<file path="src/rtl/sram_ctrl.sv">
`default_nettype none
// sram_ctrl: single-word initiator for an asynchronous 16-bit SRAM.
// All strobes are registered from the next state, so they are glitch-free.
module sram_ctrl #(
  parameter int ADDR_W  = 20,
  parameter int RD_WAIT = 2,
  parameter int WR_WAIT = 2
) (
  input  logic              clk,
  input  logic              rst_n,
  input  logic              req,
  input  logic              we,
  input  logic [ADDR_W-1:0] addr,
  input  logic [15:0]       wdata,
  input  logic [1:0]        be,
  output logic              ready,
  output logic              ack,
  output logic [15:0]       rdata,
  output logic [ADDR_W-1:0] SRAM_ADDR,
  output logic              SRAM_CE_N,
  output logic              SRAM_UB_N,
  output logic              SRAM_LB_N,
  output logic              SRAM_OE_N,
  output logic              SRAM_WE_N,
  output logic [15:0]       Data_to_SRAM,
  input  logic [15:0]       Data_from_SRAM,
  output logic              Drive_en
);

  localparam int MAX_WAIT = (RD_WAIT > WR_WAIT) ? RD_WAIT : WR_WAIT;
  localparam int CNT_W    = $clog2(MAX_WAIT + 1);
  localparam logic [CNT_W-1:0] RD_LOAD = CNT_W'(RD_WAIT - 1);
  localparam logic [CNT_W-1:0] WR_LOAD = CNT_W'(WR_WAIT - 1);

  typedef enum logic [2:0] {
    S_IDLE     = 3'd0,
    S_READ     = 3'd1,
    S_WR_SETUP = 3'd2,
    S_WR_PULSE = 3'd3,
    S_WR_HOLD  = 3'd4,
    S_DONE     = 3'd5
  } state_t;

  state_t             state_q, state_d;
  logic [CNT_W-1:0]   cnt_q, cnt_d;
  logic [1:0]         be_q, be_d;
  logic               ready_q, ack_q;
  logic               ce_n_q, ub_n_q, lb_n_q, oe_n_q, we_n_q, drive_q;
  logic [ADDR_W-1:0]  addr_q;
  logic [15:0]        dout_q, rdata_q;
  logic               accept;
  logic               access_d;
  logic               write_d;
  logic               rd_last;

  // ready_q gates acceptance so a request is never taken in the first cycle after reset
  assign accept   = (state_q == S_IDLE) && ready_q && req;
  assign rd_last  = (state_q == S_READ) && (cnt_q == '0);
  assign write_d  = (state_d == S_WR_SETUP) || (state_d == S_WR_PULSE) ||
                    (state_d == S_WR_HOLD);
  assign access_d = write_d || (state_d == S_READ);

  always_comb begin
    state_d = state_q;
    cnt_d   = '0;
    be_d    = be_q;
    case (state_q)
      S_IDLE: begin
        if (accept) begin
          be_d = be;
          if (be == 2'b00) begin
            state_d = S_DONE;
          end else if (we) begin
            state_d = S_WR_SETUP;
          end else begin
            state_d = S_READ;
            cnt_d   = RD_LOAD;
          end
        end
      end
      S_READ: begin
        if (cnt_q == '0) begin
          state_d = S_DONE;
        end else begin
          cnt_d = cnt_q - 1'b1;
        end
      end
      S_WR_SETUP: begin
        state_d = S_WR_PULSE;
        cnt_d   = WR_LOAD;
      end
      S_WR_PULSE: begin
        if (cnt_q == '0) begin
          state_d = S_WR_HOLD;
        end else begin
          cnt_d = cnt_q - 1'b1;
        end
      end
      S_WR_HOLD: state_d = S_DONE;
      S_DONE:    state_d = S_IDLE;
      default:   state_d = S_IDLE;
    endcase
  end

  always_ff @(posedge clk or negedge rst_n) begin
    if (!rst_n) begin
      state_q <= S_IDLE;
      cnt_q   <= '0;
      be_q    <= 2'b00;
      ready_q <= 1'b0;
      ack_q   <= 1'b0;
      ce_n_q  <= 1'b1;
      ub_n_q  <= 1'b1;
      lb_n_q  <= 1'b1;
      oe_n_q  <= 1'b1;
      we_n_q  <= 1'b1;
      drive_q <= 1'b0;
      addr_q  <= '0;
      dout_q  <= 16'h0000;
      rdata_q <= 16'h0000;
    end else begin
      state_q <= state_d;
      cnt_q   <= cnt_d;
      be_q    <= be_d;
      ready_q <= (state_d == S_IDLE);
      ack_q   <= (state_d == S_DONE);
      ce_n_q  <= !access_d;
      ub_n_q  <= !(access_d && be_d[1]);
      lb_n_q  <= !(access_d && be_d[0]);
      oe_n_q  <= (state_d != S_READ);
      we_n_q  <= (state_d != S_WR_PULSE);
      drive_q <= write_d;
      if (accept) begin
        addr_q <= addr;
        dout_q <= wdata;
      end
      if (rd_last) begin
        rdata_q <= {be_q[1] ? Data_from_SRAM[15:8] : 8'h00,
                    be_q[0] ? Data_from_SRAM[7:0]  : 8'h00};
      end
    end
  end

  assign ready        = ready_q;
  assign ack          = ack_q;
  assign rdata        = rdata_q;
  assign SRAM_ADDR    = addr_q;
  assign SRAM_CE_N    = ce_n_q;
  assign SRAM_UB_N    = ub_n_q;
  assign SRAM_LB_N    = lb_n_q;
  assign SRAM_OE_N    = oe_n_q;
  assign SRAM_WE_N    = we_n_q;
  assign Data_to_SRAM = dout_q;
  assign Drive_en     = drive_q;

endmodule
`default_nettype wire

</file>
<file path="config.mk">
export PLATFORM = sky130hd
export DESIGN_NAME = sram_ctrl
export DESIGN_NICKNAME = d
export VERILOG_FILES = /design/src/rtl/sram_ctrl.sv
export SDC_FILE = /design/constraint.sdc
export NUM_CORES = 1
export LEC_CHECK = 0
export BUFFER_PORTS_ARGS = -buffer_cell sky130_fd_sc_hd__clkbuf_2
export CORE_MARGIN = 2
export CORE_UTILIZATION = 47
export CTS_CLUSTER_SIZE = 14
export DETAILED_ROUTE_END_ITERATION = 12
export PLACE_DENSITY_LB_ADDON = 0.08
export SLEW_MARGIN = 0
export SYNTH_ARGS = -nofsm -noshare
export SYNTH_HDL_FRONTEND = slang
export SYNTH_SLANG_ARGS = --single-unit
</file>
<file path="constraint.sdc">
create_clock -name clk -period 2.2 [get_ports clk]
set_input_delay 0.22 -clock clk [delete_from_list [all_inputs] [get_ports clk]]
set_output_delay 0.22 -clock clk [all_outputs]
set_load 0.005 [all_outputs]
</file>
## Word-level counts from Yosys, hierarchy flattened

Index checks and enable logic that the tools add are counted.

| word-level totals | value |
|---|---|
| RAM bits | 0 |
| latch bits | 0 |
| input bits | 58 |
| bits in registers | 67 |
| ROM bits | 0 |
| word-level logic and storage cells | 57 |
| memories | 0 |

| cells by class | value |
|---|---|
| divide/modulo/power cells | 0 |
| reductions and logical operators | 16 |
| shift operators | 0 |
| eq/ne operators | 11 |
| bitwise logic cells | 0 |
| $lt $le $gt $ge | 0 |
| muxes and demuxes | 15 |
| multipliers | 0 |
| add/sub/neg operators | 1 |

Operators by type and width:

| operator | count |
|---|---|
| 2-to-1 mux 8 bit | 2 |
| one-hot mux 3 bit (5 select lines) | 1 |
| equality test 3 x 2 -> 1 bit, second input constant | 4 |
| 2-to-1 mux 3 bit | 4 |
| equality test 3 bit, second input constant | 3 |
| 2-to-1 mux 2 bit | 4 |
| equality test 3 x 1 -> 1 bit, second input constant | 2 |
| logical NOT 3 bit | 2 |
| one-hot mux 2 bit (3 select lines) | 1 |
| logical AND 1 bit | 5 |
| logical NOT 2 bit | 2 |
| logical NOT 1 bit | 3 |
| logical OR 1 bit | 3 |
| 2-to-1 mux 1 bit | 3 |
| != test 3 x 1 -> 1 bit, second input constant | 1 |
| != test 3 x 2 -> 1 bit, second input constant | 1 |
| OR reduction 2 bit | 1 |
| subtractor 2 x 1 -> 2 bit, second input constant | 1 |

## Longest topological paths before layout

Gate-level depths: netlist of the first run.

| depth | value |
|---|---|
| depth after elaboration | 11 |
| mapped depth | 5 |
| mapped depth without buffers | 3 |

## Worst setup path after synthesis of the first run

OpenSTA, ideal clock, no wires.

| timing path | value |
|---|---|
| kind | reg-to-reg |
| from | register state_q[0] |
| to | register oe_n_q, in the netlist SRAM_OE_N |
| period minus slack after synthesis | 1.494 ns |
| setup slack | 0.706 ns |
| cell stages (with the launch flop) | 5 |
| arrival | 1.408 ns |
| buffers on the path | 1 |
| path through | dfrtp_1 > buf_6 > or4_1 > or3_1 > o41a_1 |

| on the way | value |
|---|---|
| cells in the longest elaborated chain, start to end | 6 |
| elaborated cells between the ends (all ways) | 12 |
| classes of those cells | eq/ne: 5; mux: 4; reduce/logical: 3 |

Ends and longest elaborated chain:

| element | RTL line | source |
|---|---|---|
| start, declared | 44 | `state_t state_q, state_d;` |
| start signal, assigned | 122 | `state_q <= state_d;` |
| logical NOT 3 bit | 57, 67 |  |
| logical AND 1 bit (2 in series) | 57 | `assign accept = (state_q == S_IDLE) && ready_q && req;` |
| 2-to-1 mux 3 bit | 69 | `if (accept) begin` |
| one-hot mux 3 bit (5 select lines) (*) | 67 | `case (state_q)` |
| != test 3 x 1 -> 1 bit (*) | 130 | `oe_n_q <= (state_d != S_READ);` |
| end signal, assigned | 130 |  |
| end, declared | 48 | `logic ce_n_q, ub_n_q, lb_n_q, oe_n_q, we_n_q, drive_q;` |

Mark *: on every way between the ends. The rest lies on a longest branch, timed or not.
A chain may end at the register's enable or synchronous reset.

## Worst setup path in the final report of the first run

| timing path | value |
|---|---|
| from | register state_q[2] |
| to | register addr_q[11], in the netlist SRAM_ADDR[11] |

| on the way | value |
|---|---|
| cells in the longest elaborated chain, start to end | 3 |

Ends and longest elaborated chain:

| element | RTL line | source |
|---|---|---|
| logical NOT 3 bit | 57 |  |
| logical AND 1 bit (2 in series) | 57 |  |
| end signal, assigned | 134 | `addr_q <= addr;` |
| end, declared | 49 | `logic [ADDR_W-1:0] addr_q;` |

No other way between the ends.

==> summary.txt, run 1 <==
Most numerous cell in the Yosys netlist -> dfrtp_1
# clock sinks -> 67
Unique masters post-synth -> 33
Final hold vios -> 0
Clk_skew -> 7.81 ps
WP data arrival -> 1870 ps
CP delay by family, top -> flip-flops
Layout cell share with drive strength beyond 1 -> 0.429
First-pass DRT Iterations -> 4
Outcome -> completed
Ys Warns -> 0
Max Cap Viol -> 0
Number of synthesized flops with an enable pin -> 0
Global-route wire length before repair -> 9070 µm
Die height -> 79.7 µm
Slowest stage delay, CP -> 630 ps
CTS tree -> yes
Via count -> 1973
Top Ports -> 118
Yosys top cell area share -> 0.576
Most frequent cells after synthesis -> dfrtp_1, mux2_1, nand2_1, inv_1, mux2i_1
Combinational share of power -> 0.346
Sequential power share -> 0.452
Worst-Skew Late Latency -> 320 ps
Sw Share -> 0.323
PortBufs -> 117
WL met3 -> 344 µm
Worst-path clk slew -> 70 ps
Hold path start -> addr[4]
Seq/Total Area, Yosys -> 0.625
Residual DRC -> 0
Largest net degree at the start of global routing -> 41
Hold EP -> SRAM_ADDR[4]
Fillcell total -> 441
R2r startpoint -> state_q[2]
CTS Buf Count -> 9
PwrDens -> 1360 nW/µm²
Leak -> 1.87 nW
Critical Path Start Type -> register
Setup WS pre-CTS -> 545 ps
Most area-hungry cell type in the Yosys netlist -> dfrtp_1
Final Worst Setup Slack -> 529 ps
Critical Path Stages -> 4
Core area -> 5510 µm²
Clock root buffer -> clkbuf_8
CTS Hold Buffers Added -> 1
Post-CTS Setup Bufs -> 0
Net Count, Synth -> 260
Async SR Flop Fraction -> 1.00
R2R cell count -> 4
Hold Path Depth -> 2
Die area -> 6350 µm²
Minimum clock period -> 1670 ps
ANT cells -> 0
Peak VDD IR -> 0.796 mV
Starting Density -> 0.489
Relative slew slack -> 0.520
Syn Std Cell Area -> 2690 µm²
Area of the multi-input gates -> 891 µm²
TNS Setup -> 0 ps
Period utilisation layout -> 0.760
Htree depth -> 3
Antenna-violating nets left -> 0
WL per Instance -> 13.9 µm
Post-Syn Instances -> 202
DP HPWL -> 4080 µm
Power share of the clock group -> 0.202
Crit path max-delay cell type -> dfrtp_1
Reg-to-reg setup timing slack -> 530 ps
Sw Pwr -> 1.56 mW
Final nets -> 382
Worst Path Max Fanout -> 40
Synth-to-Final Area Change -> 32.2%
Total grt overflow -> 0
Largest cells by area after synthesis -> dfrtp_1, mux2_1, mux2i_1, dfstp_2, nand2_1
Vias/cell -> 4.92
Initial antenna violation count -> 0
Worst path required time -> 2400 ps
All-Layer GR Usage -> 0.187
DR WL met2 -> 2600 µm
Row Count -> 27
Fmax -> 598 MHz
Worst Tran Pin Value -> 720 ps
Clock buffer depth -> 2
Buf/Inv on CP -> 1
Number of setup violations in the final report -> 0
Final GP Congestion -> 0.821
Final WL -> 5570 µm
DRT met1 WL -> 2470 µm
Final Slew Violations -> 0
Synthesized flop and latch total -> 67
Worst hold path class -> in -> reg
PostCTS Resize Cnt -> 0
Syn avg cell area -> 13.3 µm²
Vias in the first global route -> 1880
WS Path Type -> reg -> reg
Die width -> 79.7 µm
Highest routed layer -> met4
Starting DRC count in detailed routing -> 105
Pint -> 3.27 mW
Setup crit end kind -> register
Sequential Area -> 1680 µm²
Critical path, cell by cell -> nor2_1 -> nand4_1 -> buf_12 -> mux2_1
RSZ-0062 raised after global routing -> no
Worst R2R End -> SRAM_ADDR[11]
Synth Flop Type -> dfrtp_1
-- power by group through the flow --
| stage | Combinational [mW] | Clock [mW] | Sequential [mW] |
|---|---|---|---|
| after floorplan | 0.946 | 0 | 2.15 |
| after global placement | 1.67 | 0 | 2.19 |
| after detailed placement | 1.70 | 0 | 2.21 |
| after CTS | 1.71 | 0.996 | 2.19 |
| after global routing | 1.85 | 1.06 | 2.27 |
| final | 1.67 | 0.974 | 2.19 |
-- stage by stage --
| stage | cell area (µm²) | cells | util | power [mW] | hold WS, ps |
|---|---|---|---|---|---|
| 2_1_floorplan | 2690 | 202 | - | 3.10 | -75.6 |
| 3_3_place_gp | 3360 | 384 | 0.611 | 3.85 | 318 |
| 3_5_place_dp | 3360 | 384 | 0.611 | 3.91 | 318 |
| 4_1_cts | 3560 | 401 | 0.647 | 4.89 | 86.9 |
| 5_1_grt | 3560 | 401 | 0.647 | 5.17 | 93.2 |
| 6_report | 3560 | 401 | 0.647 | 4.83 | 100 |
-- worst reg2reg max path: cells and delay by family (launching register included) --
| family | cells | cell delay [ps] |
|---|---|---|
| buffers and inverters | 1 | 250 |
| DFF | 1 | 630 |
| muxes | 1 | 370 |
| and+or+nand+nor | 2 | 300 |
-- layout make-up --
type / count / share of cell area
clock buffer: 14 / 0.0429
clock inverter: 2 / 0.00983
inverter: 18 / 0.0190
multi-input combinational: 107 / 0.250
sequential: 67 / 0.472
tap: 72 / 0.0253
timing repair buffer: 121 / 0.181
-- per-layer routing --
metal | GRT usage | vias to the layer above
met5 | 0 | -
met3 | 0.0339 | 18
met1 | 0.251 | 943
li1 | - | 934
met2 | 0.289 | 78
met4 | 0.102 | 0
-- cell families after synthesis --
family / after synthesis / share of synthesized area
AO/OA/AOI/OAI: 15 / 0.0437
XOR/XNOR: 1 / 0.00325
buffers and inverters: 28 / 0.0446
flip-flops: 67 / 0.625
multiplexers: 54 / 0.218
AND/OR/NAND/NOR: 37 / 0.0655
-- how the worst max path moves through the flow --
stage	start	to	slack (ps)
finish	state_q[2]	SRAM_ADDR[11]	530
detailed placement	state_q[2]	SRAM_ADDR[11]	540
global route	state_q[2]	Data_to_SRAM[8]	410
floorplan	state_q[0]	SRAM_OE_N	710
global placement	state_q[2]	SRAM_ADDR[12]	560
CTS	state_q[2]	SRAM_ADDR[14]	540
-- cell usage in the layout, fill, tap and decap left out, types with 2 or more instances in the layout --
cell | synthesis | final
o21ai_0 | 2 | 2
clkbuf_2 | 0 | 116
clkbuf_8 | 0 | 10
mux2_2 | 2 | 2
mux2_1 | 36 | 36
a22o_1 | 3 | 3
and4b_1 | 2 | 2
clkbuf_1 | 3 | 4
nor2_1 | 5 | 5
dfstp_2 | 5 | 5
buf_12 | 0 | 2
dfrtp_1 | 62 | 62
mux2i_1 | 16 | 16
inv_1 | 18 | 18
nand2_1 | 22 | 22
-- registers in the layout, indices dropped and copies added (netlist names) --
name	flops
SRAM_ADDR	20
Data_to_SRAM	16
rdata	16
state_q	3
be_q	2
cnt_q	2
Drive_en	1
SRAM_CE_N	1
SRAM_LB_N	1
SRAM_OE_N	1
SRAM_UB_N	1
SRAM_WE_N	1
ack	1
ready	1
(Power assumes the default switching activity.)
==> run 2: changes to the inputs <==
clock period = 1.7 ns   (was 2.2 ns; I/O delays follow)
==> run 2 against run 1 <==
Net effect:
- fmax up 7.6%
- clock-buffer cell count unchanged
- critical path depth unchanged
- global-route usage down 0.17 points
- total power up 31%
- die area unchanged
- first-iteration DRC count down 17%
- non-clock buffer count up 7
- utilization up 0.98 points
- wire length up 1.2%
- worst setup slack worse by 380 ps
- largest power group unchanged
- highest routed layer unchanged
==> summary.txt, run 2 (synthesized netlist as in run 1, its figures left out) <==
Hold EP -> SRAM_ADDR[4] (unchanged)
TNS Setup -> 0 ps (unchanged)
Relative slew slack -> 0.722 (was 0.520)
Core area -> 5510 µm² (unchanged)
Layout cell share with drive strength beyond 1 -> 0.443 (was 0.429)
Final Worst Setup Slack -> 147 ps (was 529 ps)
Worst R2R End -> Data_to_SRAM[2] (was SRAM_ADDR[11])
Worst path required time -> 1900 ps (was 2400 ps)
DP HPWL -> 4130 µm (was 4080 µm)
Global-route wire length before repair -> 8890 µm (was 9070 µm)
ANT cells -> 0 (unchanged)
WS Path Type -> reg -> reg (unchanged)
Max Cap Viol -> 0 (unchanged)
Fillcell total -> 454 (was 441)
Slowest stage delay, CP -> 440 ps (was 630 ps)
Final hold vios -> 0 (unchanged)
Worst Tran Pin Value -> 411 ps (was 720 ps)
Fmax -> 644 MHz (was 598 MHz)
Die area -> 6350 µm² (unchanged)
Minimum clock period -> 1550 ps (was 1670 ps)
Vias/cell -> 4.88 (was 4.92)
Top Ports -> 118 (unchanged)
Hold path start -> addr[4] (unchanged)
RSZ-0062 raised after global routing -> no (unchanged)
Setup crit end kind -> register (unchanged)
Hold Path Depth -> 2 (unchanged)
Commonest non-fill, non-tap cell in the layout -> clkbuf_2 (unchanged)
CTS Buf Count -> 9 (unchanged)
PwrDens -> 1760 nW/µm² (was 1360 nW/µm²)
Clock buffer depth -> 2 (unchanged)
Peak VDD IR -> 0.791 mV (was 0.796 mV)
Antenna-violating nets left -> 0 (unchanged)
Commonest cells after routing, fill and taps aside -> clkbuf_2, dfrtp_1, mux2_1 (unchanged)
Worst-path clk slew -> 70 ps (about the same)
Period utilisation layout -> 0.913 (was 0.760)
Worst Path Max Fanout -> 38 (was 40)
Die width -> 79.7 µm (unchanged)
Starting DRC count in detailed routing -> 87 (was 105)
Number of setup violations in the final report -> 0 (unchanged)
Vias in the first global route -> 1935 (was 1880)
Critical path, cell by cell -> nor2_1 -> nand4_1 -> buf_12 -> mux2_1 (unchanged)
All-Layer GR Usage -> 0.185 (was 0.187)
PortBufs -> 117 (unchanged)
Die height -> 79.7 µm (unchanged)
Row Count -> 27 (unchanged)
R2r startpoint -> state_q[1] (was state_q[2])
# clock sinks -> 67 (unchanged)
Fin area -> 3620 µm² (was 3560 µm²)
Worst-Skew Late Latency -> 320 ps (about the same)
Largest register FFs -> 20 (unchanged)
Worst hold path class -> in -> reg (unchanged)
CTS tree -> yes (unchanged)
Via count -> 1993 (was 1973)
Leak -> 1.90 nW (was 1.87 nW)
Residual DRC -> 0 (unchanged)
Final WL -> 5630 µm (was 5570 µm)
Setup WS pre-CTS -> 121 ps (was 545 ps)
Initial antenna violation count -> 0 (unchanged)
Htree depth -> 3 (unchanged)
Area of the multi-input gates -> 891 µm² (unchanged)
Final nets -> 389 (was 382)
Sequential Area -> 1680 µm² (about the same)
Starting Density -> 0.489 (unchanged)
WP data arrival -> 1760 ps (was 1870 ps)
WL per Instance -> 13.8 µm (was 13.9 µm)
Tot Pwr -> 6.35 mW (was 4.83 mW)
Crit path max-delay cell type -> dfrtp_1 (unchanged)
Clock root buffer -> clkbuf_8 (unchanged)
Clk_skew -> 6.27 ps (was 7.81 ps)
First-pass DRT Iterations -> 4 (unchanged)
Final Slew Violations -> 0 (unchanged)
Total grt overflow -> 0 (unchanged)
Final GP Congestion -> 0.895 (was 0.821)
Outcome -> completed (unchanged)
Synth-to-Final Area Change -> 34.2% (was 32.2%)
Largest net degree at the start of global routing -> 65 (was 41)
R2R cell count -> 4 (unchanged)
Critical Path Start Type -> register (unchanged)
Reg-to-reg setup timing slack -> 150 ps (was 530 ps)
Dpl cell area -> 3420 µm² (was 3360 µm²)
## run 2: cell count changes in the layout (fill, tap and decap cells not counted)
| cell | change |
|---|---|
| dfrtp_2 | +1 |
| dfrtp_1 | -1 |
| buf_4 | +7 |
## run 2: metal layers
metal | vias up | track usage | wire length, µm
met3 | 7 | 0.0464 | 386
li1 | 951 | - | -
met4 | 0 | 0.0948 | 87
met1 | 956 | 0.226 | 2440
met2 | 79 | 0.304 | 2720
met5 | - | 0 | 0
## run 2: worst max-delay path by stage
stage                from               to  slack, ps  cells after the start
6_report       state_q[1]  Data_to_SRAM[2]        150                      4
3_5_place_dp   state_q[0]  Data_to_SRAM[2]        120                      4
4_1_cts        state_q[0]  Data_to_SRAM[2]        120                      4
5_1_grt        state_q[0]    SRAM_ADDR[11]         60                      4
2_1_floorplan  state_q[0]        SRAM_OE_N        210                      4
3_3_place_gp   state_q[0]        SRAM_OE_N        130                      3
## run 2: critical path, delay by kind of cell, from the launching register on
family,cells,cell delay [ps]
buffers and inverters,1,250
flip-flops,1,440
AND/OR/NAND/NOR,2,390
multiplexers,1,330
## run 2: area by class of cell
type | instances | share of cell area
clock inverter | 2 | 0.00969
multi-input combinational | 107 | 0.246
tap | 72 | 0.0249
sequential | 67 | 0.466
clock buffer | 14 | 0.0422
inverter | 18 | 0.0187
timing repair buffer | 128 | 0.192
## run 2: repair_timing
item | in CTS | in global routing
gates resized for setup | 0 | 1
hold endpoints to repair | 62 | 0
hold buffers | 1 | 0
endpoints found under the setup margin | 0 | 1
setup buffers | 0 | 0
## run 2: stage by stage
stage | utilization | hold WS (ps) | cells
floorplan | - | -126 | 202
global placement | 0.621 | -7.08 | 391
detailed placement | 0.621 | -10.4 | 391
CTS | 0.656 | 34.8 | 408
global route | 0.657 | 39.1 | 408
finish | 0.657 | 50.6 | 408
## run 2: power breakdown
part / internal (mW) / total [mW] / leakage, nW / switching, mW
Combinational: 1.24 / 2.28 / 0.982 / 1.04
Sequential: 2.35 / 2.81 / 0.825 / 0.455
Clock: 0.719 / 1.26 / 0.0947 / 0.541
